## config.mk

```make
export PLATFORM = sky130hd
export DESIGN_NAME = acq_capture_ctrl
export DESIGN_NICKNAME = d
export VERILOG_FILES = /design/src/rtl/acq_capture_ctrl.sv
export SDC_FILE = /design/constraint.sdc
export NUM_CORES = 1
export LEC_CHECK = 0
export ABC_AREA = 1
export CAP_MARGIN = 20
export CORE_MARGIN = 2
export CORE_UTILIZATION = 35
export DETAILED_ROUTE_END_ITERATION = 12
export SYNTH_ARGS = -nofsm -noshare
export SYNTH_HDL_FRONTEND = slang
export SYNTH_SLANG_ARGS = --single-unit
```

## constraint.sdc

```tcl
create_clock -name clk -period 4.65 [get_ports clk]
set_input_delay 0.93 -clock clk [delete_from_list [all_inputs] [get_ports clk]]
set_output_delay 0.93 -clock clk [all_outputs]
set_load 0.005 [all_outputs]
```

## src/rtl/acq_capture_ctrl.sv

```systemverilog
// acq_capture_ctrl -- pre/post-trigger capture controller for a circular
// sample RAM.
//
// After an arm pulse the block writes every valid ADC sample into a
// 2^ADDR_W deep RAM. It first collects pre_len pre-trigger samples. It then
// keeps overwriting the ring until a level-crossing or forced trigger
// arrives. Finally it records the remaining N - pre_len samples, counting the
// trigger sample, and parks in DONE until rd_ack is seen.
//
// Ports:
//   clk, rst             clock, synchronous active-low reset
//   adc_data, adc_valid  incoming sample stream
//   arm                  start a capture (IDLE only)
//   trig_level/trig_edge threshold and direction (0 rising, 1 falling)
//   force_trig           software trigger (WAIT_TRIG only)
//   pre_len              number of pre-trigger samples, 0..N-1
//   rd_ack               readout finished, DONE -> IDLE
//   ram_we/waddr/wdata   registered RAM write port
//   busy, done           registered state flags
//   trig_addr            RAM address of the trigger sample
//   start_addr           RAM address of the oldest captured sample
module acq_capture_ctrl #(
  parameter int DATA_W = 12,
  parameter int ADDR_W = 10
) (
  input  logic              clk,
  input  logic              rst,
  input  logic [DATA_W-1:0] adc_data,
  input  logic              adc_valid,
  input  logic              arm,
  input  logic [DATA_W-1:0] trig_level,
  input  logic              trig_edge,
  input  logic              force_trig,
  input  logic [ADDR_W-1:0] pre_len,
  input  logic              rd_ack,
  output logic              ram_we,
  output logic [ADDR_W-1:0] ram_waddr,
  output logic [DATA_W-1:0] ram_wdata,
  output logic              busy,
  output logic              done,
  output logic [ADDR_W-1:0] trig_addr,
  output logic [ADDR_W-1:0] start_addr
);

  typedef enum logic [2:0] {S_IDLE, S_PRE, S_WAIT_TRIG, S_POST, S_DONE} state_t;

  state_t              state_q, state_d;
  logic [ADDR_W-1:0]   ptr_q, ptr_d;
  // Counts up in PRE, and counts the remaining post-trigger samples down in POST.
  logic [ADDR_W-1:0]   cnt_q, cnt_d;
  logic [DATA_W-1:0]   prev_q, prev_d;
  logic                prev_vld_q, prev_vld_d;
  logic                force_q, force_d;
  logic                ram_we_q, ram_we_d;
  logic [ADDR_W-1:0]   ram_waddr_q, ram_waddr_d;
  logic [DATA_W-1:0]   ram_wdata_q, ram_wdata_d;
  logic [ADDR_W-1:0]   trig_addr_q, trig_addr_d;
  logic [ADDR_W-1:0]   start_addr_q, start_addr_d;
  logic                busy_q, busy_d;
  logic                done_q, done_d;

  logic                edge_hit;
  logic                trig_hit;
  logic                capturing;
  logic [ADDR_W-1:0]   post_rem;

  // N - pre_len - 1 is the bitwise complement of pre_len in ADDR_W bits.
  assign post_rem  = ~pre_len;
  assign capturing = (state_q == S_PRE) || (state_q == S_WAIT_TRIG) || (state_q == S_POST);

  always_comb begin
    edge_hit = 1'b0;
    if (prev_vld_q) begin
      if (trig_edge) edge_hit = (prev_q >= trig_level) && (adc_data <  trig_level);
      else           edge_hit = (prev_q <  trig_level) && (adc_data >= trig_level);
    end
    trig_hit = adc_valid && (force_q || force_trig || edge_hit);
  end

  // State register (and all datapath flops).
  always_ff @(posedge clk) begin
    if (!rst) begin
      state_q      <= S_IDLE;
      ptr_q        <= '0;
      cnt_q        <= '0;
      prev_q       <= '0;
      prev_vld_q   <= 1'b0;
      force_q      <= 1'b0;
      ram_we_q     <= 1'b0;
      ram_waddr_q  <= '0;
      ram_wdata_q  <= '0;
      trig_addr_q  <= '0;
      start_addr_q <= '0;
      busy_q       <= 1'b0;
      done_q       <= 1'b0;
    end else begin
      state_q      <= state_d;
      ptr_q        <= ptr_d;
      cnt_q        <= cnt_d;
      prev_q       <= prev_d;
      prev_vld_q   <= prev_vld_d;
      force_q      <= force_d;
      ram_we_q     <= ram_we_d;
      ram_waddr_q  <= ram_waddr_d;
      ram_wdata_q  <= ram_wdata_d;
      trig_addr_q  <= trig_addr_d;
      start_addr_q <= start_addr_d;
      busy_q       <= busy_d;
      done_q       <= done_d;
    end
  end

  // Next-state logic.
  always_comb begin
    state_d = state_q;
    unique case (state_q)
      S_IDLE:      if (arm) state_d = (pre_len != '0) ? S_PRE : S_WAIT_TRIG;
      S_PRE:       if (adc_valid && (ADDR_W'(cnt_q + 1'b1) == pre_len)) state_d = S_WAIT_TRIG;
      S_WAIT_TRIG: if (trig_hit) state_d = (post_rem == '0) ? S_DONE : S_POST;
      S_POST:      if (adc_valid && (cnt_q == ADDR_W'(1))) state_d = S_DONE;
      S_DONE:      if (rd_ack) state_d = S_IDLE;
      default:     state_d = S_IDLE;
    endcase
  end

  // Output and datapath logic.
  always_comb begin
    ptr_d        = ptr_q;
    cnt_d        = cnt_q;
    prev_d       = prev_q;
    prev_vld_d   = prev_vld_q;
    force_d      = force_q;
    ram_we_d     = 1'b0;
    ram_waddr_d  = ram_waddr_q;
    ram_wdata_d  = ram_wdata_q;
    trig_addr_d  = trig_addr_q;
    start_addr_d = start_addr_q;

    if ((state_q == S_IDLE) && arm) begin
      ptr_d      = '0;
      cnt_d      = '0;
      prev_vld_d = 1'b0;
      force_d    = 1'b0;
    end

    if (capturing && adc_valid) begin
      ram_we_d    = 1'b1;
      ram_waddr_d = ptr_q;
      ram_wdata_d = adc_data;
      ptr_d       = ptr_q + 1'b1;
      prev_d      = adc_data;
      prev_vld_d  = 1'b1;
    end

    if ((state_q == S_PRE) && adc_valid) cnt_d = cnt_q + 1'b1;

    if (state_q == S_WAIT_TRIG) begin
      if (trig_hit) begin
        trig_addr_d  = ptr_q;
        start_addr_d = ptr_q - pre_len;
        cnt_d        = post_rem;
        force_d      = 1'b0;
      end else if (force_trig) begin
        force_d = 1'b1;
      end
    end

    if ((state_q == S_POST) && adc_valid) cnt_d = cnt_q - 1'b1;

    // Flags are derived from the next state so they line up with state_q.
    busy_d = (state_d == S_PRE) || (state_d == S_WAIT_TRIG) || (state_d == S_POST);
    done_d = (state_d == S_DONE);
  end

  assign ram_we     = ram_we_q;
  assign ram_waddr  = ram_waddr_q;
  assign ram_wdata  = ram_wdata_q;
  assign busy       = busy_q;
  assign done       = done_q;
  assign trig_addr  = trig_addr_q;
  assign start_addr = start_addr_q;

endmodule

```

==> metrics.md <==
| Metric | Value |
|---|---|
| Status | `completed` |
| Antenna viol nets, final | `0` |
| Hold_buf cts | `0` |
| Netlist cell types | `42` |
| Largest net degree at the start of global routing | `47` |
| MaxCap Viol Count | `0` |
| Fmax achieved | `0.315 GHz` |
| Critical Path End | `start_addr[0]` |
| Top FF cell, synth | `dfxtp_1` |
| Period utilization | `0.683` |
| DRC viols | `0` |
| Hold Path Origin | `trig_addr[8]` |
| Die ar. | `14000 um2` |
| Final Setup Violations | `0` |
| Clock buffer depth | `2` |
| Worst min-delay path category | `flip-flop to flip-flop` |
| LEAKAGE | `0.00259 uW` |
| Met1 Use GR | `0.247` |
| Syn. warnings | `0` |
| Met2 Use GR | `0.311` |
| Max IR drop VDD | `0.000136 V` |
| Port Buffers | `85` |
| Post-Syn Instances | `673` |
| Clock transition at path regs | `0.06 ns` |
| Worst slack, placed | `1.12 ns` |
| Max Transition Viols Final | `0` |
| Final Hold Vio Count | `0` |
| Most frequent CP cell | `nand2_1` |
| Power Density | `262 nW/um2` |
| Worst setup margin | `1.47 ns` |
| Total CTS buffers | `9` |
| Worst Skew | `0.00695 ns` |
| Antenna Cells | `0` |
| Height of the die | `118 um` |
| Final GP Congestion | `0.960` |
| Layout cell share with drive strength beyond 1 | `0.0559` |
| Startpoint types | `input port` |
| CP Class | `input port to flip-flop` |
| I/O pins | `86` |
| CP required | `4.91 ns` |
| CTS tree | `built` |
| CP Capture Type | `flip-flop` |
| Arrival time worst endpoint | `3.44 ns` |
| Total Wirelength | `13100 um` |
| HPWL after detailed placement | `9810 um` |
| DR pass1 iterations | `4` |
| First-pass GRT wire length | `22000 um` |
| Vias | `4671` |
| H-tree levels | `3` |
| Synth Area per Inst | `6.77 um2` |
| Tmin final | `3.18 ns` |
| Area growth syn-to-layout | `27.1%` |
| Least-Margin Pin Slew | `0.980 ns` |
| Cts repair resizes | `0` |
| Nets@finish | `826` |
| Total grt overflow | `0` |
| Row count | `41` |
| Avg Vias per Cell | `5.06` |
| Initial DRC Count | `262` |
| Core footprint | `12700 um2` |
| Crit-path leading delay family | `buffers and inverters` |
| Sequential area share after synthesis | `0.307` |
| Post-synth EDFFs | `0` |
| WP buf/inv | `4` |
| Fin cells | `924` |
| Reg-to-Reg Start | `cnt_q[0]` |
| Slowest CP cell | `clkdlybuf4s50_1` |
| Synthesized cell area | `4560 um2` |
| R2R depth | `15` |
| CP Launch Point | `trig_level[11]` |
| Syn nets | `752` |
| Count of state elements after synthesis | `70` |
| RSZ-0062 raised after global routing | `false` |
| Asr flop ratio synth | `0` |
| Crit path max fanout | `37` |
| Setup TNS | `0 ns` |
| Worst path max stage delay | `0.47 ns` |
| Reg-to-reg endpoint | `busy` |
| Slew margin rel. | `0.346` |
| Post-CTS setup buffers | `0` |
| Top Usage Layer GRT | `met2` |
| DP Cell Count | `908` |
| All-Layer GR Usage | `0.191` |
| Worst path cell trace | `clkdlybuf4s50_1 -> inv_1 -> ha_1 -> nand2_1 -> inv_2 -> a21oi_2 -> nand2_1 -> a21oi_1 -> nand2_1 -> nand2_1 -> nand3_2 -> nand2_4 -> nand3_2 -> inv_2 -> o21ai_0 -> a21oi_1` |
| Initial antenna violation count | `0` |
| Initial Util | `0.360` |
| Number of global-route vias before repair | `4592` |
| Clk Latency, worst-skew pair | `0.34 ns` |
| Routed len/inst | `14.2 um` |
| # clock sinks | `70` |
| FF-to-FF setup slack | `2.05 ns` |
| GR Util met3 | `0.0392` |
| Die width | `118 um` |
| Crit. path cell count | `16` |
| Root buf cell | `clkbuf_16` |
## layout by cell type, fill, tap and decap left out, drive strengths merged, types with 5 or more instances in the layout
cell type,n
clkdlybuf4s50,85
nor3,10
a211oi,7
dfxtp,70
xor2,6
xnor2,5
inv,93
nor2,82
nand3,37
clkbuf,10
o22ai,8
nand4,20
nand2,140
ha,37
o21ai,52
a21oi,60
## cell families after synthesis
group,Yosys count,share of synthesized area
and+or+nand+nor,294,0.281
AOI/OAI and AO/OA,143,0.178
buffers and inverters,117,0.107
DFF,70,0.307
adders and majority gates,38,0.106
xor gates and xnor gates,11,0.0211
## where the power goes
| part | switching (uW) | total, uW | internal [uW] |
|---|---|---|---|
| Combinational | 124 | 226 | 103 |
| Clock | 284 | 663 | 378 |
| Sequential | 13.4 | 629 | 615 |
| Total | 421 | 1520 | 1100 |
## state kept, by name, summed over array words and instances, names as in the netlist
signal	flops
ptr_q	10
start_addr	10
prev_vld_q	1
ram_wdata	12
trig_addr	10
state_q	3
cnt_q	10
ram_we	1
ram_waddr	10
busy	1
done	1
force_q	1
## cells in the mapped netlist, types with 3 or more instances
library cell | n | share of area
o21a_1 | 3 | 0.0049
ha_1 | 37 | 0.10
inv_1 | 89 | 0.073
a21oi_1 | 56 | 0.061
inv_2 | 3 | 0.0025
nand3_2 | 4 | 0.0088
nand2_1 | 135 | 0.11
dfxtp_1 | 70 | 0.31
o21ai_1 | 8 | 0.0088
a211oi_1 | 7 | 0.012
o22ai_1 | 8 | 0.011
buf_2 | 6 | 0.0066
nor2_1 | 80 | 0.066
buf_4 | 4 | 0.0066
xor2_1 | 6 | 0.012
xnor2_1 | 5 | 0.0096
clkbuf_1 | 11 | 0.0091
nor3_1 | 9 | 0.0099
nand4_1 | 20 | 0.027
nand3_1 | 33 | 0.036
o21ai_0 | 44 | 0.048
a21oi_2 | 4 | 0.0077
nand2_2 | 4 | 0.0055
nor4_1 | 3 | 0.0041
## per-stage QoR
step | total power [uW] | instance area, um2 | hold WS [ns] | util
detailed placement | 868 | 5510 | 0.461 | 0.435
CTS | 1530 | 5790 | 0.468 | 0.457
global route | 1590 | 5790 | 0.501 | 0.457
global placement | 864 | 5510 | 0.457 | 0.435
floorplan | 763 | 4560 | 0.446 | -
finish | 1520 | 5790 | 0.464 | 0.457
## worst min-delay path by stage
| stage | endpoint | slack (ns) | cells after the start |
|---|---|---|---|
| finish | trig_addr[8] | 0.46 | 2 |
| global route | trig_addr[8] | 0.50 | 2 |
| CTS | trig_addr[8] | 0.47 | 2 |
| global placement | trig_addr[8] | 0.46 | 2 |
| floorplan | force_q | 0.45 | 2 |
| detailed placement | trig_addr[8] | 0.46 | 2 |
## layout make-up
cell class	count	area, um2
multi-input combinational	486	2670
clock buffer	10	239
fill	1302	6880
clock inverter	6	46.3
tap	172	215
sequential	70	1400
timing repair buffer	88	873
inverter	92	345
## layer usage
layer / wire length [um] / share of wire / vias up
met2: 6060 / 0.46 / 114
met5: 0 / 0 / -
met3: 599 / 0.046 / 27
li1: - / - / 2388
met1: 6090 / 0.46 / 2142
met4: 354 / 0.027 / 0
## tightest hold or removal path, cell delays in order, from the launching register on
cell and delay (ns):
dfxtp_1 0.31, nand2_1 0.06, a21oi_1 0.05
(Power assumes the default switching activity.)
